==> config.mk <==
export PLATFORM = sky130hd
export DESIGN_NAME = qs_stack_ctrl
export DESIGN_NICKNAME = d
export VERILOG_FILES = /design/src/rtl/qs_stack_ctrl.sv
export SDC_FILE = /design/constraint.sdc
export NUM_CORES = 1
export LEC_CHECK = 0
export CAP_MARGIN = 25
export CELL_PAD_IN_SITES_DETAIL_PLACEMENT = 0
export CELL_PAD_IN_SITES_GLOBAL_PLACEMENT = 2
export CORE_ASPECT_RATIO = 0.6
export CORE_MARGIN = 2
export CORE_UTILIZATION = 23
export CTS_CLUSTER_DIAMETER = 100
export CTS_CLUSTER_SIZE = 40
export DETAILED_ROUTE_END_ITERATION = 7
export GPL_ROUTABILITY_DRIVEN = 0
export PLACE_DENSITY = 0.95
export SKIP_LAST_GASP = 1
export SLEW_MARGIN = 20
export SYNTH_ARGS = -nofsm -noshare
export SYNTH_HDL_FRONTEND = slang
export SYNTH_SLANG_ARGS = --single-unit
==> constraint.sdc <==
create_clock -name clk -period 8 [get_ports clk]
set_input_delay 1.2 -clock clk [delete_from_list [all_inputs] [get_ports clk]]
set_output_delay 1.2 -clock clk [all_outputs]
set_load 0.02 [all_outputs]
==> src/rtl/qs_stack_ctrl.sv <==
// Quicksort stack requester: arbitrates push/pop onto one stack command per cycle; pop response 1 cycle, commands combinational.
// Backpressure via push_rdy/pop_rdy (occupancy, priority, clear); response path has none. QS_STACK_CTRL_CHECK_EN adds err_r.
module qs_stack_ctrl #(
   parameter int W     = 32,
   parameter int DEPTH = 16
) (
   input  logic                       clk,
   input  logic                       rst_n,
   input  logic                       push_vld,
   input  logic [W-1:0]               push_dat,
   output logic                       push_rdy,
   input  logic                       pop_vld,
   output logic                       pop_rdy,
   output logic                       pop_rsp_vld_r,
   output logic [W-1:0]               pop_rsp_dat_r,
   input  logic                       clr,
   output logic                       stk_cmd_vld,
   output logic                       stk_cmd_push,
   output logic [W-1:0]               stk_cmd_push_dat,
   output logic                       stk_cmd_clr,
   input  logic [W-1:0]               stk_cmd_pop_dat_r,
   input  logic                       stk_empty_w,
   input  logic                       stk_full_w,
   output logic [$clog2(DEPTH+1)-1:0] occ_r,
   output logic                       busy_r
`ifdef QS_STACK_CTRL_CHECK_EN
   ,
   output logic                       err_r
`endif
);

   localparam int OW = $clog2(DEPTH+1);
   localparam logic [OW-1:0] OCC_MAX = OW'(DEPTH);
   localparam logic PRIO_PUSH = 1'b0;

   typedef enum logic [1:0] {ST_INIT, ST_RUN, ST_CLR} state_t;

   state_t state_r, state_nxt;
   logic   prio_r;
   logic   push_go, pop_go, clr_go, contend;

   always_ff @(posedge clk or negedge rst_n) begin
      if (!rst_n) state_r <= ST_INIT;
      else        state_r <= state_nxt;
   end

   always_comb begin
      state_nxt = state_r;
      case (state_r)
         ST_INIT: state_nxt = ST_RUN;
         ST_RUN:  if (clr) state_nxt = ST_CLR;
         ST_CLR:  state_nxt = ST_RUN;
         default: state_nxt = ST_INIT;
      endcase
   end

   // Everything here is gated by rst_n so the stack sees no command while reset is held.
   always_comb begin
      push_rdy         = 1'b0;
      pop_rdy          = 1'b0;
      stk_cmd_vld      = 1'b0;
      stk_cmd_push     = 1'b0;
      stk_cmd_push_dat = '0;
      stk_cmd_clr      = 1'b0;
      push_go          = 1'b0;
      pop_go           = 1'b0;
      clr_go           = 1'b0;
      contend          = 1'b0;
      if (rst_n) begin
         case (state_r)
            ST_INIT: begin
               stk_cmd_vld = 1'b1;
               stk_cmd_clr = 1'b1;
            end
            ST_RUN: begin
               if (clr) begin
                  clr_go      = 1'b1;
                  stk_cmd_vld = 1'b1;
                  stk_cmd_clr = 1'b1;
               end else begin
                  push_rdy = (occ_r != OCC_MAX) &
                             (~pop_vld | (occ_r == '0) | (prio_r == PRIO_PUSH));
                  pop_rdy  = (occ_r != '0) &
                             (~push_vld | (occ_r == OCC_MAX) | (prio_r != PRIO_PUSH));
                  push_go  = push_vld & push_rdy;
                  pop_go   = pop_vld & pop_rdy;
                  contend  = push_vld & pop_vld & (occ_r != OCC_MAX) & (occ_r != '0);
                  stk_cmd_vld      = push_go | pop_go;
                  stk_cmd_push     = push_go;
                  stk_cmd_push_dat = push_go ? push_dat : '0;
               end
            end
            default: ;
         endcase
      end
   end

   always_ff @(posedge clk or negedge rst_n) begin
      if (!rst_n) begin
         occ_r         <= '0;
         prio_r        <= PRIO_PUSH;
         pop_rsp_vld_r <= 1'b0;
         pop_rsp_dat_r <= '0;
         busy_r        <= 1'b1;
      end else begin
         busy_r        <= (state_nxt != ST_RUN);
         pop_rsp_vld_r <= pop_go;
         if (pop_go)
            pop_rsp_dat_r <= stk_cmd_pop_dat_r;
         if (contend)
            prio_r <= ~prio_r;
         if (clr_go)
            occ_r <= '0;
         else if (push_go)
            occ_r <= occ_r + OW'(1);
         else if (pop_go)
            occ_r <= occ_r - OW'(1);
      end
   end

`ifdef QS_STACK_CTRL_CHECK_EN
   // Sticky: any disagreement between local occupancy and the stack flags.
   always_ff @(posedge clk or negedge rst_n) begin
      if (!rst_n)
         err_r <= 1'b0;
      else if (((state_r == ST_RUN) && (stk_empty_w != (occ_r == '0))) ||
               (push_go && stk_full_w && (occ_r != OW'(DEPTH - 1))))
         err_r <= 1'b1;
   end
`else
   logic unused_stk_flags;
   assign unused_stk_flags = stk_empty_w ^ stk_full_w;
`endif

endmodule

## Word-level counts from Yosys, hierarchy flattened

Index checks and enable logic that the tools add are counted.

| word-level totals | value |
|---|---|
| logic and storage cells | 65 |
| flip-flop bits (word level) | 42 |
| bits of input ports | 71 |
| output and inout bits | 76 |

| operators by class | value |
|---|---|
| mux-type cells | 32 |
| bitwise operators | 15 |
| reduce and logical (&&, ||, !) cells | 5 |
| eq/ne operators | 5 |
| add/subtract/negate cells | 2 |

Operators with widths:

| cell | number |
|---|---|
| two-way mux 32 bit | 4 |
| two-way mux 1 bit | 21 |
| two-way mux 5 bit | 3 |
| AND 1 bit | 7 |
| adder 5 x 1 -> 5 bit, second input constant | 1 |
| equality test 5 bit, second input constant | 1 |
| logical NOT 5 bit | 1 |
| inequality test 5 bit, second input constant | 1 |
| OR 1 bit | 5 |
| nonzero test 5 bit | 1 |
| subtractor 5 x 1 -> 5 bit, second input constant | 1 |
| one-hot mux 1 bit (2 select lines) | 2 |
| one-hot mux 2 bit (2 select lines) | 1 |
| inverter 1 bit | 3 |
| nonzero test 3 bit | 1 |
| equality test 2 x 1 -> 1 bit, second input constant | 1 |
| equality test 2 bit, second input constant | 1 |
| logical NOT 2 bit | 1 |
| two-way mux 2 bit | 1 |
| inequality test 2 x 1 -> 1 bit, second input constant | 1 |
| OR reduction 2 bit | 1 |

## Depth between registers and ports, before layout

Gate-level depths: netlist of run 1.

| logic depth | value |
|---|---|
| depth in word-level cells | 11 |
| gate-level depth with buffers | 12 |
| mapped depth without buffers | 10 |

## Least setup slack after synthesis of run 1

OpenSTA, ideal clock, no wires.

| timing | value |
|---|---|
| path type | input to output |
| start | input clr |
| end | output stk_cmd_push_dat[23] |
| path slack | 4,500 ps |
| stages on the path | 5 |
| required time | 6,800 ps |
| arrival | 2,300 ps |
| path buffers | 1 |
| path through | and4bb_2 nand2_1 nor2_1 buf_2 and2_1 |

| on the way | value |
|---|---|
| cells in the longest elaborated chain, start to end | 3 |

RTL lines:

| element | RTL line | text |
|---|---|---|
| start: declaration | 16 | `input logic clr,` |
| two-way mux 32 bit | 76 | `if (clr) begin` |
| two-way mux 32 bit | 70 | `case (state_r)` |
| two-way mux 32 bit | 69 | `if (rst_n) begin` |
| end: declaration | 19 | `output logic [W-1:0] stk_cmd_push_dat,` |

Every way passes these cells.

## Worst setup path after layout of run 1

| timing | value |
|---|---|
| start | input clr |
| end | output stk_cmd_push_dat[1] |

Same word-level chain as after synthesis.

==> metrics.md, run 1 <==
| Metric | Value |
|---|---|
| Clk slew on worst S/H paths | approximately 60 ps |
| Clock share of power | 0.169 |
| Synth area leader | dfrtp_1 |
| Root Driver | clkbuf_16 |
| Mapped Area | roughly 2200 um^2 |
| Yosys warnings | 0 |
| CP dominant cell by count | clkdlybuf4s50_1 |
| DRC Markers | 0 |
| Final Hold Viols | 0 |
| Switch share | 0.3458 |
| Post-DP HPWL | 4.614 mm |
| Crit path kind | in2out |
| First-pass GRT wire length | about 9.1 mm |
| Site Rows | 27 |
| Cell variety after synth | 40 |
| Worst setup EP type | output port |
| Worst-path maximum fanout | 30 |
| CP cell instances | clkdlybuf4s50_1, and4bb_2, nand2_1, nor2_1, buf_4, and2_1, clkdlybuf4s50_1 |
| Number of synthesized flops with an enable pin | 0 |
| GRT Total Usage | 0.1137 |
| Leakage | around 1.6 nW |
| Final setup vio count | 0 |
| Initial detailed-routing violation count | 47 |
| Pre-antenna DRT Iters | 4 |
| Pwr/cell area | between 300 and 400 nW/um^2 |
| CP max stage delay | 630 ps |
| Initial Util | 0.2391 |
| GRT Residual Overflow | 0 |
| Die area | 10450 um^2 |
| Antenna diodes | 0 |
| Synth Register Bits | 42 |
| Post-route ant nets | 0 |
| FMAX | between 0.2 and 0.25 GHz |
| Critical path data arrival time | 3680 ps |
| Maxcap violations | 0 |
| CTS Buffer Depth | 2 |
| DRT Wirelength | between 6 and 7 mm |
| Worst Tran Pin Value | between 700 and 800 ps |
| Comb power frac | 0.522 |
| Top post-synthesis cells by area | dfrtp_1 46%, mux2_4 20%, and2_1 9.3%, buf_12 2.7%, mux2_2 2.5% |
| Port bufs | between 100 and 150 |
| CTS hold repair buffers | 0 |
| Syn Inst Count | 164 |
| Post-synth top cells | 41 x dfrtp_1, 33 x and2_1, 29 x mux2_4 |
| Io pins | between 100 and 150 |
| Slowest CP cell | clkdlybuf4s50_1 |
| Internal | 0.0007989 W |
| Worst Slack Setup Final | 3121 ps |
| CP startpoint kind | primary input |
| Via count | roughly 1700 |
| Wire length per cell after detailed routing | ~14 um |
| Status | finished clean |
| Share of Yosys cell area claimed by the top area cell type | 0.4635 |
| Initial antenna violation count | 0 |
| Cts bufs inserted | 5 |
| Sequential Power Share | 0.309 |
| Core area | 9256 um^2 |
| Setup TNS Final | 0 ps |
| P_sw | 0.0004223 W |
| Tcrit/Tclk final | 0.6098 |
| Final Skew | approximately 5.8 ps |
| Worst vdd ir | approximately 0.00012 V |
| Period minus WS final | a little under 5000 ps |
| H-tree depth | 2 |
| Dpl ws | roughly 3100 ps |
| Synthesized netlist net count | about 240 |
| Die Y | approximately 80 um |
| Clock Latency Late Sink | 280 ps |
| Layout cells sized above 1 | 0.1704 |
| Vias in the first global route | approximately 1700 |
| Synth-to-Final Area Change | 75.98% |
| Via density | approximately 3.9 |
| Post-CTS Setup Bufs | 0 |
| Slew Limit Fails | 0 |
| WP data required | 6800 ps |
| Mean Syn Cell Area | ~13 um^2 |
| Synth Flop Type | dfrtp_1 |
| Die Width | ~130 um |
| Hold/Removal Path Class | reg2reg |
| RSZ-0062 raised after global routing | no |
| CTS Sinks | between 40 and 50 |
| Most frequent cell after synthesis | dfrtp_1 |
| TritonCTS clock tree | done |
| Largest net degree at the start of global routing | 46 |
| Ys async rst share | 1.000 |
| Post-cts resize count | 0 |
| Layout Nets | ~390 |
| Max-slew headroom | 0.5054 |
| Sequential area share after synthesis | 0.4754 |
-- final timing paths --
kind                                                from                       endpoint  slack, ps  cells past startpoint
max reg2reg                         occ_r[1]$_DFFE_PN0P_           occ_r[4]$_DFFE_PN0P_       4880                     10
min reg2reg                pop_rsp_dat_r[16]$_DFFE_PN0P_  pop_rsp_dat_r[16]$_DFFE_PN0P_        510                      1
min in group asynchronous                          rst_n   pop_rsp_dat_r[2]$_DFFE_PN0P_       1000                      2
max                                                  clr            stk_cmd_push_dat[1]       3120                      7
max in group asynchronous                          rst_n  pop_rsp_dat_r[24]$_DFFE_PN0P_       6620                      2
min                        pop_rsp_dat_r[16]$_DFFE_PN0P_  pop_rsp_dat_r[16]$_DFFE_PN0P_        510                      1
-- worst max-delay path: cells and delay by family --
| family | cells | cell delay, ps |
|---|---|---|
| buffers and inverters | 3 | 1500 |
| and+or+nand+nor | 4 | 970 |
-- metrics by stage --
step / hold slack (ps) / cells / cell area [um^2] / utilization / total power (W)
detailed placement: 490.3 / 433 / 3744 / 0.4044 / 0.001022
global placement: 487.9 / 433 / 3744 / 0.4044 / 0.001011
global route: 515.0 / 441 / 3895 / 0.4208 / 0.001296
CTS: 509.3 / 441 / 3895 / 0.4208 / 0.001239
finish: 506.4 / 441 / 3895 / 0.4208 / 0.001221
floorplan: 503.6 / 164 / 2213 / - / 0.0007460
-- logic make-up (layout without fill, tap and decap cells) --
logic type / count (synthesis) / count (layout) / synth area share
and+or+nand+nor: 54 / 54 / 0.1555
DFF: 42 / 42 / 0.4754
muxes: 36 / 36 / 0.2329
AOI/OAI and AO/OA: 15 / 15 / 0.05540
buffers and inverters: 10 / 157 / 0.04296
adders and majority gates: 4 / 4 / 0.02601
xor gates and xnor gates: 3 / 3 / 0.01187
-- cell usage in the layout (no fill, tap or decap), types with 2 or more instances in the layout --
cell and count:
buf_4 2, mux2_4 29, and2_1 33, nor2b_1 2, inv_1 3, ha_1 3
a21oi_1 3, a22o_1 2, nor3_1 2, nand2_1 4, xnor2_1 3, dfrtp_1 41
clkdlybuf4s50_1 143, nor2_1 4, clkbuf_16 5, mux2_2 5
-- registers in the layout, summed over array words and instances, names as in the netlist --
signal,flops
state_r,2
busy_r,1
occ_r,5
pop_rsp_dat_r,32
pop_rsp_vld_r,1
prio_r,1
-- area by class of cell --
type / instances / area [um^2]
fill: 935 / 5361
timing repair buffer: 146 / 1451
multi-input combinational: 112 / 1066
sequential: 42 / 1052
tap: 130 / 162.7
clock buffer: 7 / 142.6
inverter: 3 / 11.26
clock inverter: 1 / 8.758
-- power groups by stage --
stage | Clock, W | Combinational (W) | Sequential [W]
floorplan | 0 | 0.000260 | 0.000487
global placement | 0 | 0.000636 | 0.000374
detailed placement | 0 | 0.000641 | 0.000380
CTS | 0.000215 | 0.000645 | 0.000379
global route | 0.000221 | 0.000681 | 0.000393
finish | 0.000207 | 0.000637 | 0.000377
-- per-layer routing --
| metal | vias up | share of wire | routed length [um] | track usage |
|---|---|---|---|---|
| met5 | - | 0 | 0 | 0 |
| li1 | 851 | - | - | - |
| met2 | 69 | 0.43 | 2596 | 0.1672 |
| met4 | 0 | 0.0076 | 46 | 0.03191 |
| met3 | 4 | 0.080 | 480 | 0.03753 |
| met1 | 813 | 0.48 | 2912 | 0.1583 |
Note: power is estimated with default switching activity, not from simulation.
==> run 2, diff against run 1 <==
Settings changed: CORE_UTILIZATION 23 to 19, PLACE_DENSITY 0.95 to 0.87.
Clock period 8 ns to 4.1 ns, I/O delays scaled along.
==> metrics.md, run 2 (synthesized netlist as in run 1, its figures left out) <==
| Metric | Value |
|---|---|
| Worst-path maximum fanout | 18 (-40%) |
| Placed cell count | 464 (+7.2%) |
| Die Y | 87.61 um (+9.5%) |
| CTS Buffer Depth | 2 (unchanged) |
| Pre-antenna DRT Iters | 4 (unchanged) |
| TritonCTS clock tree | done |
| GRT Residual Overflow | 0 (unchanged) |
| Final setup vio count | 0 (unchanged) |
| Wire length per cell after detailed routing | 13.44 um (-1.8%) |
| Layout Nets | 386 (+0.26%) |
| Synth-to-Final Area Change | 78.69% |
| Die area | 12560 um^2 (+20%) |
| H-tree depth | 2 (unchanged) |
| Comb power frac | 0.513 (-0.009) |
| Commonest non-fill, non-tap cells in the layout | 143 x clkdlybuf4s50_1, 41 x dfrtp_1, 33 x and2_1, 29 x mux2_4 |
| Post-DP HPWL | 4.930 mm (+6.8%) |
| Routed wl met2 | 2.786 mm (+7.3%) |
| Clk slew on worst S/H paths | 60 ps (about the same) |
| CTS Sinks | 42 (unchanged) |
| Wl on met1 | 3.104 mm (+6.6%) |
| Root Driver | clkbuf_16 |
| Initial antenna violation count | 0 (unchanged) |
| Slew Limit Fails | 0 (unchanged) |
| Initial Util | 0.1953 (-0.04386) |
| Critical path data arrival time | 2810 ps (-870 ps) |
| Most common cell after layout, fill and taps aside | clkdlybuf4s50_1 |
| Core area | 11340 um^2 (+22%) |
| GRT Total Usage | 0.09655 (-0.01715) |
| Status | finished clean |
| Period minus WS final | 3421 ps |
| Non-filler cells, final | 472 (+7.0%) |
| Layout cells sized above 1 | 0.1731 (+0.002659) |
| Crit path kind | in2out |
| CP startpoint kind | primary input |
| Initial detailed-routing violation count | 48 (+2.1%) |
| Post-route cell area | 3955 um^2 (+1.5%) |
| Cell Area, Placed | 3789 um^2 (+1.2%) |
| DRC Markers | 0 (unchanged) |
| Final Skew | 7.711 ps (+1.883 ps) |
| Reg-to-reg startpoint | occ_r[1]$_DFFE_PN0P_ |
| Port bufs | 144 (unchanged) |
| Largest net degree at the start of global routing | 45 (-2.2%) |
| Io pins | 147 (unchanged) |
| Clock share of power | 0.186 (+0.017) |
| Setup TNS Final | 0 ps (unchanged) |
| DRT Wirelength | 6.344 mm (+5.1%) |
| Via density | 3.767 (-4.4%) |
| Clock Latency Late Sink | 290 ps (about the same) |
| Hold/Removal Path Class | in2async |
| First-pass GRT wire length | 9.246 mm (+1.6%) |
| Vias in the first global route | 1739 (+0.40%) |
| Pwr/cell area | 616.0 nW/um^2 (+96%) |
| Maxcap violations | 0 (unchanged) |
| Post-route ant nets | 0 (unchanged) |
| R2R Path End | occ_r[4]$_DFFE_PN0P_ |
| Leakage | 1.615 nW (+0.50%) |
| Max reg flops | 32 (unchanged) |
| Met3 wire length | 389 um (-19%) |
| Post-cts resize count | 0 (unchanged) |
| Post-CTS Setup Bufs | 0 (unchanged) |
| Final Hold Viols | 0 (unchanged) |
| Most flop-heavy register | pop_rsp_dat_r |
| RSZ-0062 raised after global routing | no |
| Worst Reg-to-Reg Cells | 11 (+1) |
| FMAX | between 0.2 and 0.3 GHz |
| Worst vdd ir | 0.0003095 V (+160%) |
| Max Used Layer | met4 |
| Antenna diodes | 0 (unchanged) |
| Max-slew headroom | 0.4818 (-0.02366) |
| Site Rows | 30 (+11%) |
| Worst setup EP type | output port |
| Sequential Power Share | 0.301 (-0.008) |
| Die Width | 143.3 um (+9.7%) |
| CTS hold repair buffers | 0 (unchanged) |
| Cts bufs inserted | 5 (unchanged) |
| P_sw | 0.0008329 W (+97%) |
| Internal | 0.001603 W (+100%) |
| Top flop regs | pop_rsp_dat_r x32, occ_r x5, state_r x2 |
| R2R setup slack | 900 ps (-3980 ps) |
| Switch share | 0.3419 (-0.003964) |
| Tcrit/Tclk final | 0.8344 |
| Worst Slack Setup Final | 679.0 ps (-2442 ps) |
| Worst Tran Pin Value | 777.4 ps (+35.49 ps) |
| Dpl ws | 461.1 ps (-2664 ps) |
| WP data required | 3480 ps (-3320 ps) |
| Via count | 1778 (+2.4%) |
==> run 2: changes by cell type in the layout (fill, tap and decap cells not counted), sizes merged <==
cell / before / now
buf: 3 / 4
bufinv: 0 / 1
clkbuf: 7 / 6
clkinvlp: 0 / 1
inv: 4 / 3
==> run 2: per-stage QoR <==
step	total power, W	hold slack [ps]	utilization
6_report	0.002436	493.2	0.3489
5_1_grt	0.002571	522.0	0.3489
3_3_place_gp	0.001983	490.5	0.3342
4_1_cts	0.002468	512.1	0.3489
3_5_place_dp	0.001999	490.7	0.3342
2_1_floorplan	0.001456	319.4	-
==> run 2: worst max-delay path by stage <==
stage / startpoint / end / slack [ps] / cells past startpoint
floorplan: occ_r[1]$_DFFE_PN0P_ / occ_r[4]$_DFFE_PN0P_ / 860 / 12
global placement: clr / occ_r[4]$_DFFE_PN0P_ / 530 / 12
detailed placement: clr / occ_r[4]$_DFFE_PN0P_ / 460 / 12
CTS: clr / stk_cmd_push_dat[7] / 650 / 7
global route: clr / occ_r[4]$_DFFE_PN0P_ / 450 / 12
finish: clr / stk_cmd_push_dat[7] / 680 / 7
==> run 2: routing by layer <==
metal / up-vias / global-route usage
met4: 0 / 0.03209
met1: 863 / 0.1373
met3: 6 / 0.02952
met2: 53 / 0.1396
met5: - / 0
li1: 856 / -
==> run 2: worst max-delay path: stages <==
cell	delay [ps]
clkdlybuf4s50_1	540
and4bb_2	410
nand2_1	100
nor2_1	160
buf_4	210
and2_1	140
clkdlybuf4s50_1	630
==> run 2: power by group through the flow <==
| stage | clock network (W) | logic [W] | registers (W) |
|---|---|---|---|
| final | 0.000452 | 0.00125 | 0.000734 |
| after global routing | 0.000485 | 0.00133 | 0.000758 |
| after CTS | 0.000464 | 0.00127 | 0.000737 |
| after detailed placement | 0 | 0.00126 | 0.000739 |
| after global placement | 0 | 0.00125 | 0.000733 |
| after floorplan | 0 | 0.000506 | 0.000949 |
==> run 2: final cells by class <==
cell class / count / area, um^2
Tap cell: 160 / 200.2
Clock inverter: 2 / 37.54
Fill cell: 1142 / 7381
Multi-Input combinational cell: 112 / 1066
Inverter: 3 / 11.26
Timing Repair Buffer: 147 / 1459
Clock buffer: 6 / 128.9
Sequential cell: 42 / 1052
==> edit 1: new RTL, flow settings as in run 1 <==
Build with the macro `QS_STACK_CTRL_CHECK_EN` defined.
--- a/src/rtl/qs_stack_ctrl.sv
+++ b/src/rtl/qs_stack_ctrl.sv
@@ -1,4 +1,6 @@
 // Quicksort stack requester: arbitrates push/pop onto one stack command per cycle; pop response 1 cycle, commands combinational.
 // Backpressure via push_rdy/pop_rdy (occupancy, priority, clear); response path has none. QS_STACK_CTRL_CHECK_EN adds err_r.
+`define QS_STACK_CTRL_CHECK_EN
+
 module qs_stack_ctrl #(
    parameter int W     = 32,
Behaviour (old outputs only; new: err_r): unchanged (Yosys induction, for registers that start in step).
==> edit 1 against run 1 <==
Sequential cell count grew 1; first-iteration DRC count shrank 2.1%; routed wire length rose by 4.8%; utilization rose by 0.52 points; register-to-register slack lost 0.08 ns; synthesized area grew 0.85%; setup slack better by 0.034 ns; via count is 5.8% higher; count of clock-buffer cells in the layout is 1 lower; final area grew 1.6%; clock power is 3% lower; power rose by 0.27%; die area rose by 0.82%; critical endpoint is now stk_cmd_push_dat[30]; largest cell class unchanged; highest routed layer unchanged.
==> edit 1: results <==
export IMPL_status="finished clean"
export IMPL_finalNetCount=400
export IMPL_cp_arrival_ns=3.64
export IMPL_post_place_ws_ns=3.13
export IMPL_ir_drop_uv=147
export IMPL_synth_common_cells="dfrtp_1 (42), and2_1 (32), mux2_4 (27)"
export IMPL_grt_usage=0.124
export IMPL_p_leak_uw=0.00165
export IMPL_routedWlPerCell_um=13.9
export IMPL_syn_nets=251
export IMPL_vias=1838
export IMPL_io_buffers=147
export IMPL_met2_length_um=2720
export IMPL_first_pass_iters=3
export IMPL_netlist_cell_type_count=34
export IMPL_synth_seq_area_share=0.483
export IMPL_grt_pass1_vias=1920
export IMPL_grt_pass1_wl_um=10300
export IMPL_synth_area_leaders="dfrtp_1 (47%), mux2_4 (18%), and2_1 (9.0%)"
export IMPL_fill_cells=864
export IMPL_skew_ns=0.00493
export IMPL_dp_cells=448
export IMPL_worst_slew_pin_slew_ns=0.637
export IMPL_crit_fanout=31
export IMPL_cts_root_buf="clkbuf_16"
export IMPL_drt_met1_wl_um=3220
export IMPL_vias_per_cell=4.04
export IMPL_drive_gt1_frac=0.148
export IMPL_drt_iter0_drc=46
export IMPL_avgSynthCellArea_um2=12.7
export IMPL_area_delta_synth_final_pct=77.3
export IMPL_place_hpwl_um=4850
export IMPL_post_dp_cell_area_mm2=0.00381
==> edit 1: critical path, stage by stage <==
cell,delay [ns]
clkdlybuf4s50_1,0.46
nor4bb_1,0.45
nand2_1,0.15
nor2_2,0.36
buf_6,0.26
and2_1,0.16
clkdlybuf4s50_1,0.60
==> edit 1: layer usage <==
layer	up-vias	track usage
met3	5	0.0354
met2	70	0.193
met4	0	0.0239
met1	871	0.172
li1	892	-
met5	-	0
==> edit 1: cell families after synthesis <==
group	count (synthesis)	synth area share
AND/OR/NAND/NOR	63	0.168
buffers and inverters	13	0.0426
flip-flops	43	0.483
XOR/XNOR	4	0.0157
adder cells (fa/ha/maj)	4	0.0258
multiplexers	36	0.225
AO/OA/AOI/OAI	13	0.0409
==> edit 1: final timing paths <==
| kind | startpoint | to | slack [ns] | cells past startpoint |
|---|---|---|---|---|
| max | clr | stk_cmd_push_dat[30] | 3.16 | 7 |
| min | err_r | err_r | 0.49 | 1 |
| max reg2reg | occ_r[3] | occ_r[4] | 4.80 | 10 |
| min reg2reg | err_r | err_r | 0.49 | 1 |
| max in group asynchronous | rst_n | pop_rsp_dat_r[30] | 6.54 | 2 |
| min in group asynchronous | rst_n | pop_rsp_dat_r[17] | 1.07 | 2 |
==> edit 1: where the power goes <==
group	internal, uW	switching [uW]	total (uW)
sequential	317	72.6	389
combinational	357	278	635
clock	122	78.9	201
==> edit 1: cell type report <==
class | count | area share
Timing Repair Buffer | 150 | 0.377
Clock buffer | 6 | 0.0351
Clock inverter | 1 | 0.00126
Sequential cell | 43 | 0.272
Inverter | 5 | 0.00474
Multi-Input combinational cell | 120 | 0.268
Tap cell | 130 | 0.0411
==> edit 2: new RTL, settings of run 1 <==
Made on the original files. Re-encode `state_t` (3 states) as one-hot, 3 bits wide.
--- a/src/rtl/qs_stack_ctrl.sv
+++ b/src/rtl/qs_stack_ctrl.sv
@@ -34,5 +34,5 @@
    localparam logic PRIO_PUSH = 1'b0;
 
-   typedef enum logic [1:0] {ST_INIT, ST_RUN, ST_CLR} state_t;
+   typedef enum logic [2:0] {ST_INIT = 3'b001, ST_RUN = 3'b010, ST_CLR = 3'b100} state_t;
 
    state_t state_r, state_nxt;
Behaviour: same outputs for any inputs over 10 cycles, from zero or initial values and one cycle with rst_n low; not proved beyond that.
==> edit 2 against run 1 <==
Sequential cell count grew 1; count of clock-buffer cells in the layout shrank 1; routed wire length grew 2.9%; die area shrank 2.1%; setup slack lost 0.31 ns; synthesized area shrank 2.2%; final area is essentially flat; clock power grew 14%; power shrank 12%; via count grew 3.6%; highest routed layer unchanged.
==> edit 2: results <==
export IMPL_top_regs="pop_rsp_dat_r: 32 flops, occ_r: 5 flops, state_r: 3 flops"
export IMPL_place_hpwl_um=4800
export IMPL_slowest_stage="clkinv_1"
export IMPL_grt_pass1_wl_um=9780
export IMPL_clk_pin_slew_worst_paths_ns=0.06
export IMPL_worst_slew_pin_slew_ns=0.689
export IMPL_grt_usage=0.122
export IMPL_met2_length_um=2910
export IMPL_drt_iter0_drc=55
export IMPL_drive_gt1_frac=0.155
export IMPL_wl_met3_um=303
export IMPL_finalNetCount=397
export IMPL_synth_area_leaders="dfrtp_1 (47%), mux2_2 (16%), and2_1 (10%)"
export IMPL_synth_main_ff_cell="dfrtp_1"
export IMPL_netlist_cell_type_count=38
export IMPL_ir_drop_uv=120
export IMPL_synth_common_cells="dfrtp_1 (41), and2_1 (35), mux2_2 (30)"
export IMPL_status="finished clean"
export IMPL_routed_wl_um=6210
export IMPL_syn_nets=252
export IMPL_grt_pass1_vias=1875
export IMPL_cp_arrival_ns=3.99
export IMPL_critical_path_max_stage_delay_ns=0.60
export IMPL_crit_fanout=45
export IMPL_vias_per_cell=3.97
edit 2: changes by cell type in the layout (fill, tap and decap cells not counted), moves of 3 or more:
cell	run 1	this run
a21oi_1	3	6
mux2_2	5	30
nor2_1	4	7
mux2i_1	1	5
mux2_4	29	0
xor2_1	0	3
edit 2: per-layer routing:
metal  vias to the layer above  track usage
li1                        898            -
met1                       856        0.175
met2                        43        0.183
met3                         2       0.0323
met4                         0       0.0261
met5                         -            0
edit 2: worst max-delay path, delay by kind of cell:
kind / cells / cell delay, ns
buffers and inverters: 4 / 1.56
and+or+nand+nor: 4 / 1.21
edit 2: cell families (layout without fill, tap and decap cells):
group	Yosys count	after routing	synth area share
XOR/XNOR	4	4	0.0162
AND/OR/NAND/NOR	62	62	0.184
flip-flops	43	43	0.498
AO/OA/AOI/OAI	15	15	0.0526
adder cells (fa/ha/maj)	4	4	0.0266
buffers and inverters	12	158	0.0324
multiplexers	37	37	0.190
edit 2: final cells by class:
type / count / area (um^2)
fillers: 869 / 5260
repair buffers: 146 / 1450
flip-flops and latches: 43 / 1080
multi-input cells: 122 / 1020
well taps: 130 / 163
clock buffers: 6 / 139
clock inverters: 2 / 35.0
inverters: 4 / 15.0
edit 2: path summary, 6_finish.rpt:
kind                          start              endpoint  slack [ns]  depth (start not counted)
min in group asynchronous     rst_n     pop_rsp_dat_r[24]        1.00                          2
max                           rst_n  stk_cmd_push_dat[25]        2.81                          8
max reg2reg                occ_r[0]              occ_r[4]        4.78                          8
min reg2reg                  prio_r                prio_r        0.49                          1
max in group asynchronous     rst_n                busy_r        6.61                          2
min                          prio_r                prio_r        0.49                          1
edit 2: metrics by stage:
| step | area (um^2) | setup slack (ns) | util | total power (uW) | cells |
|---|---|---|---|---|---|
| finish | 3900 | 2.81 | 0.426 | 1070 | 453 |
| global route | 3900 | 2.51 | 0.426 | 1140 | 453 |
| CTS | 3900 | 2.76 | 0.426 | 1090 | 453 |
| detailed placement | 3720 | 2.75 | 0.407 | 846 | 445 |
| global placement | 3720 | 2.79 | 0.407 | 837 | 445 |
| floorplan | 2160 | 4.39 | - | 619 | 177 |
edit 2: where the power goes:
group,internal [uW],switching [uW]
logic,261,226
registers,297,54.9
clock network,155,80.7
total,713,361
